### src/rtl/bcdadd_seq.sv
// Sequential BCD adder: one digit per clock on a shared digit adder,
// decimal carry rippled through a register, valid/ready on both sides.
module bcdadd_seq #(
  parameter int NDIG = 3
) (
  input  logic              clk,
  input  logic              rst_n,
  input  logic              in_valid,
  output logic              in_ready,
  input  logic [4*NDIG-1:0] op_a,
  input  logic [4*NDIG-1:0] op_b,
  output logic              out_valid,
  input  logic              out_ready,
  output logic [4*NDIG+3:0] sum,
  output logic              err,
  output logic              busy
);

  localparam int IW = (NDIG > 1) ? $clog2(NDIG) : 1;

  typedef enum logic [1:0] {
    IDLE,
    ADD,
    DONE
  } state_t;

  state_t state, state_nx;

  logic [4*NDIG-1:0] a_r;
  logic [4*NDIG-1:0] b_r;
  logic [4*NDIG:0]   sum_r;
  logic [IW-1:0]     idx;
  logic              carry;
  logic              err_r;

  logic [3:0] da;
  logic [3:0] db;
  logic [4:0] r;
  logic [4:0] r6;
  logic [3:0] dig;
  logic       cnx;
  logic       bad;
  logic       last;
  logic       accept;

  assign accept = (state == IDLE) && in_valid;
  assign last   = (idx == IW'(NDIG - 1));

  always_comb begin
    da  = a_r[4*idx +: 4];
    db  = b_r[4*idx +: 4];
    r   = {1'b0, da} + {1'b0, db} + {4'b0, carry};
    r6  = r + 5'd6;
    dig = r[3:0];
    cnx = 1'b0;
    if (r > 5'd9) begin
      dig = r6[3:0];
      cnx = 1'b1;
    end
  end

  always_comb begin
    bad = 1'b0;
    for (int i = 0; i < NDIG; i++) begin
      if (op_a[4*i +: 4] > 4'd9 || op_b[4*i +: 4] > 4'd9)
        bad = 1'b1;
    end
  end

  always_comb begin
    state_nx = state;
    unique case (state)
      IDLE: if (in_valid) state_nx = ADD;
      ADD:  if (last) state_nx = DONE;
      DONE: if (out_ready) state_nx = IDLE;
      default: state_nx = IDLE;
    endcase
  end

  always_ff @(posedge clk or negedge rst_n) begin
    if (!rst_n) state <= IDLE;
    else        state <= state_nx;
  end

  // Handshake flags are flops loaded from the next state, not state decodes.
  always_ff @(posedge clk or negedge rst_n) begin
    if (!rst_n) begin
      in_ready  <= 1'b1;
      out_valid <= 1'b0;
      busy      <= 1'b0;
    end else begin
      in_ready  <= (state_nx == IDLE);
      out_valid <= (state_nx == DONE);
      busy      <= (state_nx == ADD);
    end
  end

  always_ff @(posedge clk or negedge rst_n) begin
    if (!rst_n) begin
      a_r   <= '0;
      b_r   <= '0;
      sum_r <= '0;
      idx   <= '0;
      carry <= 1'b0;
      err_r <= 1'b0;
    end else if (accept) begin
      a_r   <= op_a;
      b_r   <= op_b;
      sum_r <= '0;
      idx   <= '0;
      carry <= 1'b0;
      err_r <= bad;
    end else if (state == ADD) begin
      sum_r[4*idx +: 4] <= dig;
      carry             <= cnx;
      if (last) sum_r[4*NDIG] <= cnx;
      else      idx <= idx + 1'b1;
    end
  end

  assign sum = {3'b000, sum_r};
  assign err = err_r;

endmodule

### config.mk
export PLATFORM = sky130hd
export DESIGN_NAME = bcdadd_seq
export DESIGN_NICKNAME = d
export VERILOG_FILES = /design/src/rtl/bcdadd_seq.sv
export SDC_FILE = /design/constraint.sdc
export NUM_CORES = 1
export LEC_CHECK = 0
export CORE_MARGIN = 4
export CORE_UTILIZATION = 67
export DETAILED_ROUTE_END_ITERATION = 10
export DONT_BUFFER_PORTS = 1
export HOLD_SLACK_MARGIN = 0.1
export PLACE_DENSITY = 0.83
export SLEW_MARGIN = 20
export SYNTH_ARGS = -nofsm -noshare
export SYNTH_HDL_FRONTEND = slang
export SYNTH_SLANG_ARGS = --single-unit
### constraint.sdc
create_clock -name clk -period 8.9 [get_ports clk]
set_input_delay 2.225 -clock clk [delete_from_list [all_inputs] [get_ports clk]]
set_output_delay 2.225 -clock clk [all_outputs]
set_load 0.02 [all_outputs]
==> results <==
- The count of buffers added on input and output ports is 0.
- The setup check on the worst reg-to-reg path leaves a slack of 5.03 ns.
- The mapped netlist covers 2360 sq um.
- Counting the buffers created by CTS gives 5.
- Summing all non-filler instances in the final layout gives an area of 2420 sq um.
- The worst endpoint data arrival time is 4.11 ns.
- Of the total synthesized cell area, the portion taken by AND, OR, NAND and NOR gates is 0.119.
- The final net count is 250.
- STA classifies the critical path endpoint as a register.
- The initial standard-cell utilization of the core is 0.701.
- For this run, the share of the core covered by cells in the final layout is 0.720.
- Ranked by total cell area, the synthesized netlist is headed by sky130_fd_sc_hd__dfrtp_1, sky130_fd_sc_hd__mux2_2, sky130_fd_sc_hd__o21ai_0, sky130_fd_sc_hd__ha_1, sky130_fd_sc_hd__mux2i_1.
- The number of gates resized after cts is 0.
- Buffers added to address setup during post-CTS repair amount to 0.
- Before antenna repair, the detailed router went through 4 iterations.
- For the final database, setup skew stands at 0.00771 ns.
- Of the post-synthesis cell area, the dominant cell type holds 0.477.
- The portion of synthesized area spent on multiplexers is 0.149.
- The post-synthesis sequential area ratio is 0.489.
- The complex-gate fraction of the synthesized area is 0.144.
- The adder-cell share of the synthesized area is 0.0594.
- The site row count is 21.
- The number of register bits inferred by synthesis is 46.
- The final period utilization is 0.435.
- After technology mapping, the gate count stands at 214.
- The count of warnings emitted by yosys is 0.
- In the final layout, the share of cells above drive strength 1 is 0.175.
- STA classifies the critical path startpoint as a register.
- On the worst path, the slowest cell contributes a delay of 0.73 ns.
- Of all nets on the critical path, the largest fanout is 12.
- The post-synthesis async set-or-reset flop share is 1.00.
- The signal on the critical path passes through nor2_1, nand2_1, o21ai_0, fa_1, fa_1, xor2_1, inv_1, ha_1, nor2b_1, o311a_1, a211oi_2, o21ai_0.
- Measured along the x axis, the die boundary spans 67.3 microns.
- The die is 67.3 microns tall.
- The TritonCTS clock tree is yes.
- The required time reported for the critical path endpoint is 9.14 ns.
- The later pin in the worst-skew pair is clocked with a latency of 0.36 ns.
- Setup violations remaining at the end of the flow were counted as 0.
- The tightest hold path in the finished design has a slack of 0.522 ns.
- The total overflow left after global routing is 0.
- The worst register-to-register path begins at idx[1]$_DFFE_PN0P_.
- The hold violation total from the final report is 0.
- The starting DRC count in detailed routing is 63.
- The transition at the pin with the smallest max-transition slack is 0.695 ns.
- Of the total synthesized cell area, the portion taken by XOR and XNOR cells is 0.00371.
- The post-DP HPWL is 3570 microns.
- The number of levels the H-tree was split into is 2.
- The placed instances occupy a cell area of 2370 sq um.
- The post-synthesis average cell area is 11.0 sq um.
- The shortest clock period the worst path allows after layout is 3.87 ns.
- The final antenna-violating net count is 0.
- After synthesis, the largest family of logic cells by area is multiplexers.
- The number of different library cells used by synthesis comes to 42.
- Dividing the detail-routed via count by the number of cells gives 6.17.
- The cell type contributing the most total cell area after synthesis is sky130_fd_sc_hd__dfrtp_1.
- The worst hold path startpoint is a_r[8]$_DFFE_PN0P_.
- The worst register-to-register path ends at sum_r[2]$_DFFE_PN0P_.
- The instance count along the most critical hold path is 1.
- The achievable frequency is 258 MHz.
- The depth of the most critical reg-to-reg path is 12.
- In this run the count of I/O pins placed on the die edge is 48.
- By count the netlist is led by sky130_fd_sc_hd__dfrtp_1, sky130_fd_sc_hd__o21ai_0, sky130_fd_sc_hd__mux2_2.
- The path with the worst hold slack has its endpoint at a_r[8]$_DFFE_PN0P_.
- The worst setup path is of the reg -> reg kind.
- The number of sinks driven by the clock tree is 46.
- Counting flops with a built-in enable in the synthesized netlist gives 0.
- The number of antenna diodes in the final layout is 0.
- Routability-driven placement finished with a final weighted congestion of 0.785.
- The worst hold path belongs to the class reg -> reg.
- After detailed routing, the number of remaining DRC violations is 0.
- The floorplan step defined a core boundary enclosing 3360 sq um.
- The clock edge transition at the registers on the reported setup and hold paths is 0.12 ns.
- In the final routed layout, each cell accounts on average for 18.1 microns.
- The clock passes through at most 2 buffers.
- The relative max-transition margin is 0.535.
- The run finished with clean final reports.
- The most instantiated library cell after synthesis is sky130_fd_sc_hd__dfrtp_1.
- Hold repair after CTS inserted 0 buffers.
- The initial antenna violation count is 0.
- The slowest stage of the critical path is the sky130_fd_sc_hd__dfrtp_1 cell.
- Summing over every cut layer, the via total after detailed routing is 1586.
- The via count of the first global-routing pass came to 1695.
- For this run, the total global-route usage over all layers was measured as 0.233.
- Entering global routing, the biggest net connects 47 pins.
- The total length of routed wires is 4650 microns.
- The first global-routing pass estimated 7770 microns of wire.
- Setup repair after global routing left no endpoint under its margin.
- The count of pins over their slew limit came to 0.
- The setup TNS is 0 ns.
- The clock tree root driver cell is sky130_fd_sc_hd__clkbuf_4.
- Across the run, the number of max-cap violations was 0.
- The die area is 4530 sq um.
- From synthesis to final layout, the design area changed by 2.71%.
- The flip-flop cell with the highest count after synthesis is sky130_fd_sc_hd__dfrtp_1.
-- sequential cells by signal (all words and copies together), names as in the netlist --
name / cells
sum_r: 13
err: 1
a_r: 12
out_valid: 1
b_r: 12
state: 2
carry: 1
busy: 1
idx: 2
in_ready: 1
-- per-layer routing --
metal / GRT usage / wire [microns] / up-vias / share of wire
met5: 0 / 0 / - / 0
met4: 0.0911 / 85 / 0 / 0.018
met3: 0.0799 / 334 / 10 / 0.072
met2: 0.401 / 2360 / 58 / 0.51
met1: 0.266 / 1860 / 762 / 0.40
li1: - / - / 756 / -
-- stage by stage --
stage	cells	setup slack (ns)
floorplan	216	5.48
global placement	251	5.14
detailed placement	251	5.07
CTS	257	5.05
global route	257	4.75
finish	257	5.03
-- worst max-delay path, delay by kind of cell (launching register included) --
kind,cells,cell delay [ns]
simple gates,3,0.54
xor+xnor,1,0.28
compound gates,4,0.89
flops,1,0.73
buf+inv,1,0.11
fa+ha+maj,3,1.18
-- layout by cell type, fill, tap and decap left out, drive strengths merged, types with 3 or more instances in the layout --
| cell | Yosys | layout |
|---|---|---|
| dfrtp | 45 | 45 |
| o21ai | 25 | 25 |
| mux2 | 24 | 24 |
| nand2 | 20 | 20 |
| nor2 | 11 | 11 |
| a22o | 9 | 9 |
| mux2i | 8 | 8 |
| ha | 8 | 8 |
| inv | 7 | 7 |
| clkbuf | 4 | 6 |
| nand2b | 4 | 4 |
| a21oi | 4 | 4 |
| nor3 | 4 | 4 |
| a21o | 4 | 4 |
| nand3 | 3 | 3 |
| conb | 1 | 3 |
-- worst max-delay path by stage --
stage | depth (start not counted) | from | slack [ns] | end
final | 12 | idx[1]$_DFFE_PN0P_ | 5.03 | sum_r[2]$_DFFE_PN0P_
after global routing | 12 | idx[1]$_DFFE_PN0P_ | 4.75 | sum_r[2]$_DFFE_PN0P_
after CTS | 12 | idx[1]$_DFFE_PN0P_ | 5.05 | sum_r[2]$_DFFE_PN0P_
after detailed placement | 3 | in_valid | 5.07 | b_r[1]$_DFFE_PN0P_
after global placement | 3 | in_valid | 5.14 | a_r[0]$_DFFE_PN0P_
after floorplan | 13 | idx[1]$_DFFE_PN0P_ | 5.48 | sum_r[2]$_DFFE_PN0P_
-- area by class of cell --
| cell class | count | area [sq um] |
|---|---|---|
| Fill cell | 255 | 941 |
| Sequential cell | 46 | 1150 |
| Inverter | 7 | 26.3 |
| Tap cell | 46 | 57.6 |
| Multi-Input combinational cell | 152 | 1130 |
| Clock buffer | 6 | 51.3 |
-- logic make-up after synthesis --
| family | after synthesis |
|---|---|
| adder cells (fa/ha/maj) | 10 |
| AND/OR/NAND/NOR | 54 |
| flip-flops | 46 |
| other | 1 |
| multiplexers | 32 |
| buffers and inverters | 18 |
| XOR/XNOR | 1 |
| AO/OA/AOI/OAI | 52 |
Power is left out: the tool's default activity adds up to more than one toggle a clock period on the data nets, which glitch-free logic cannot reach.
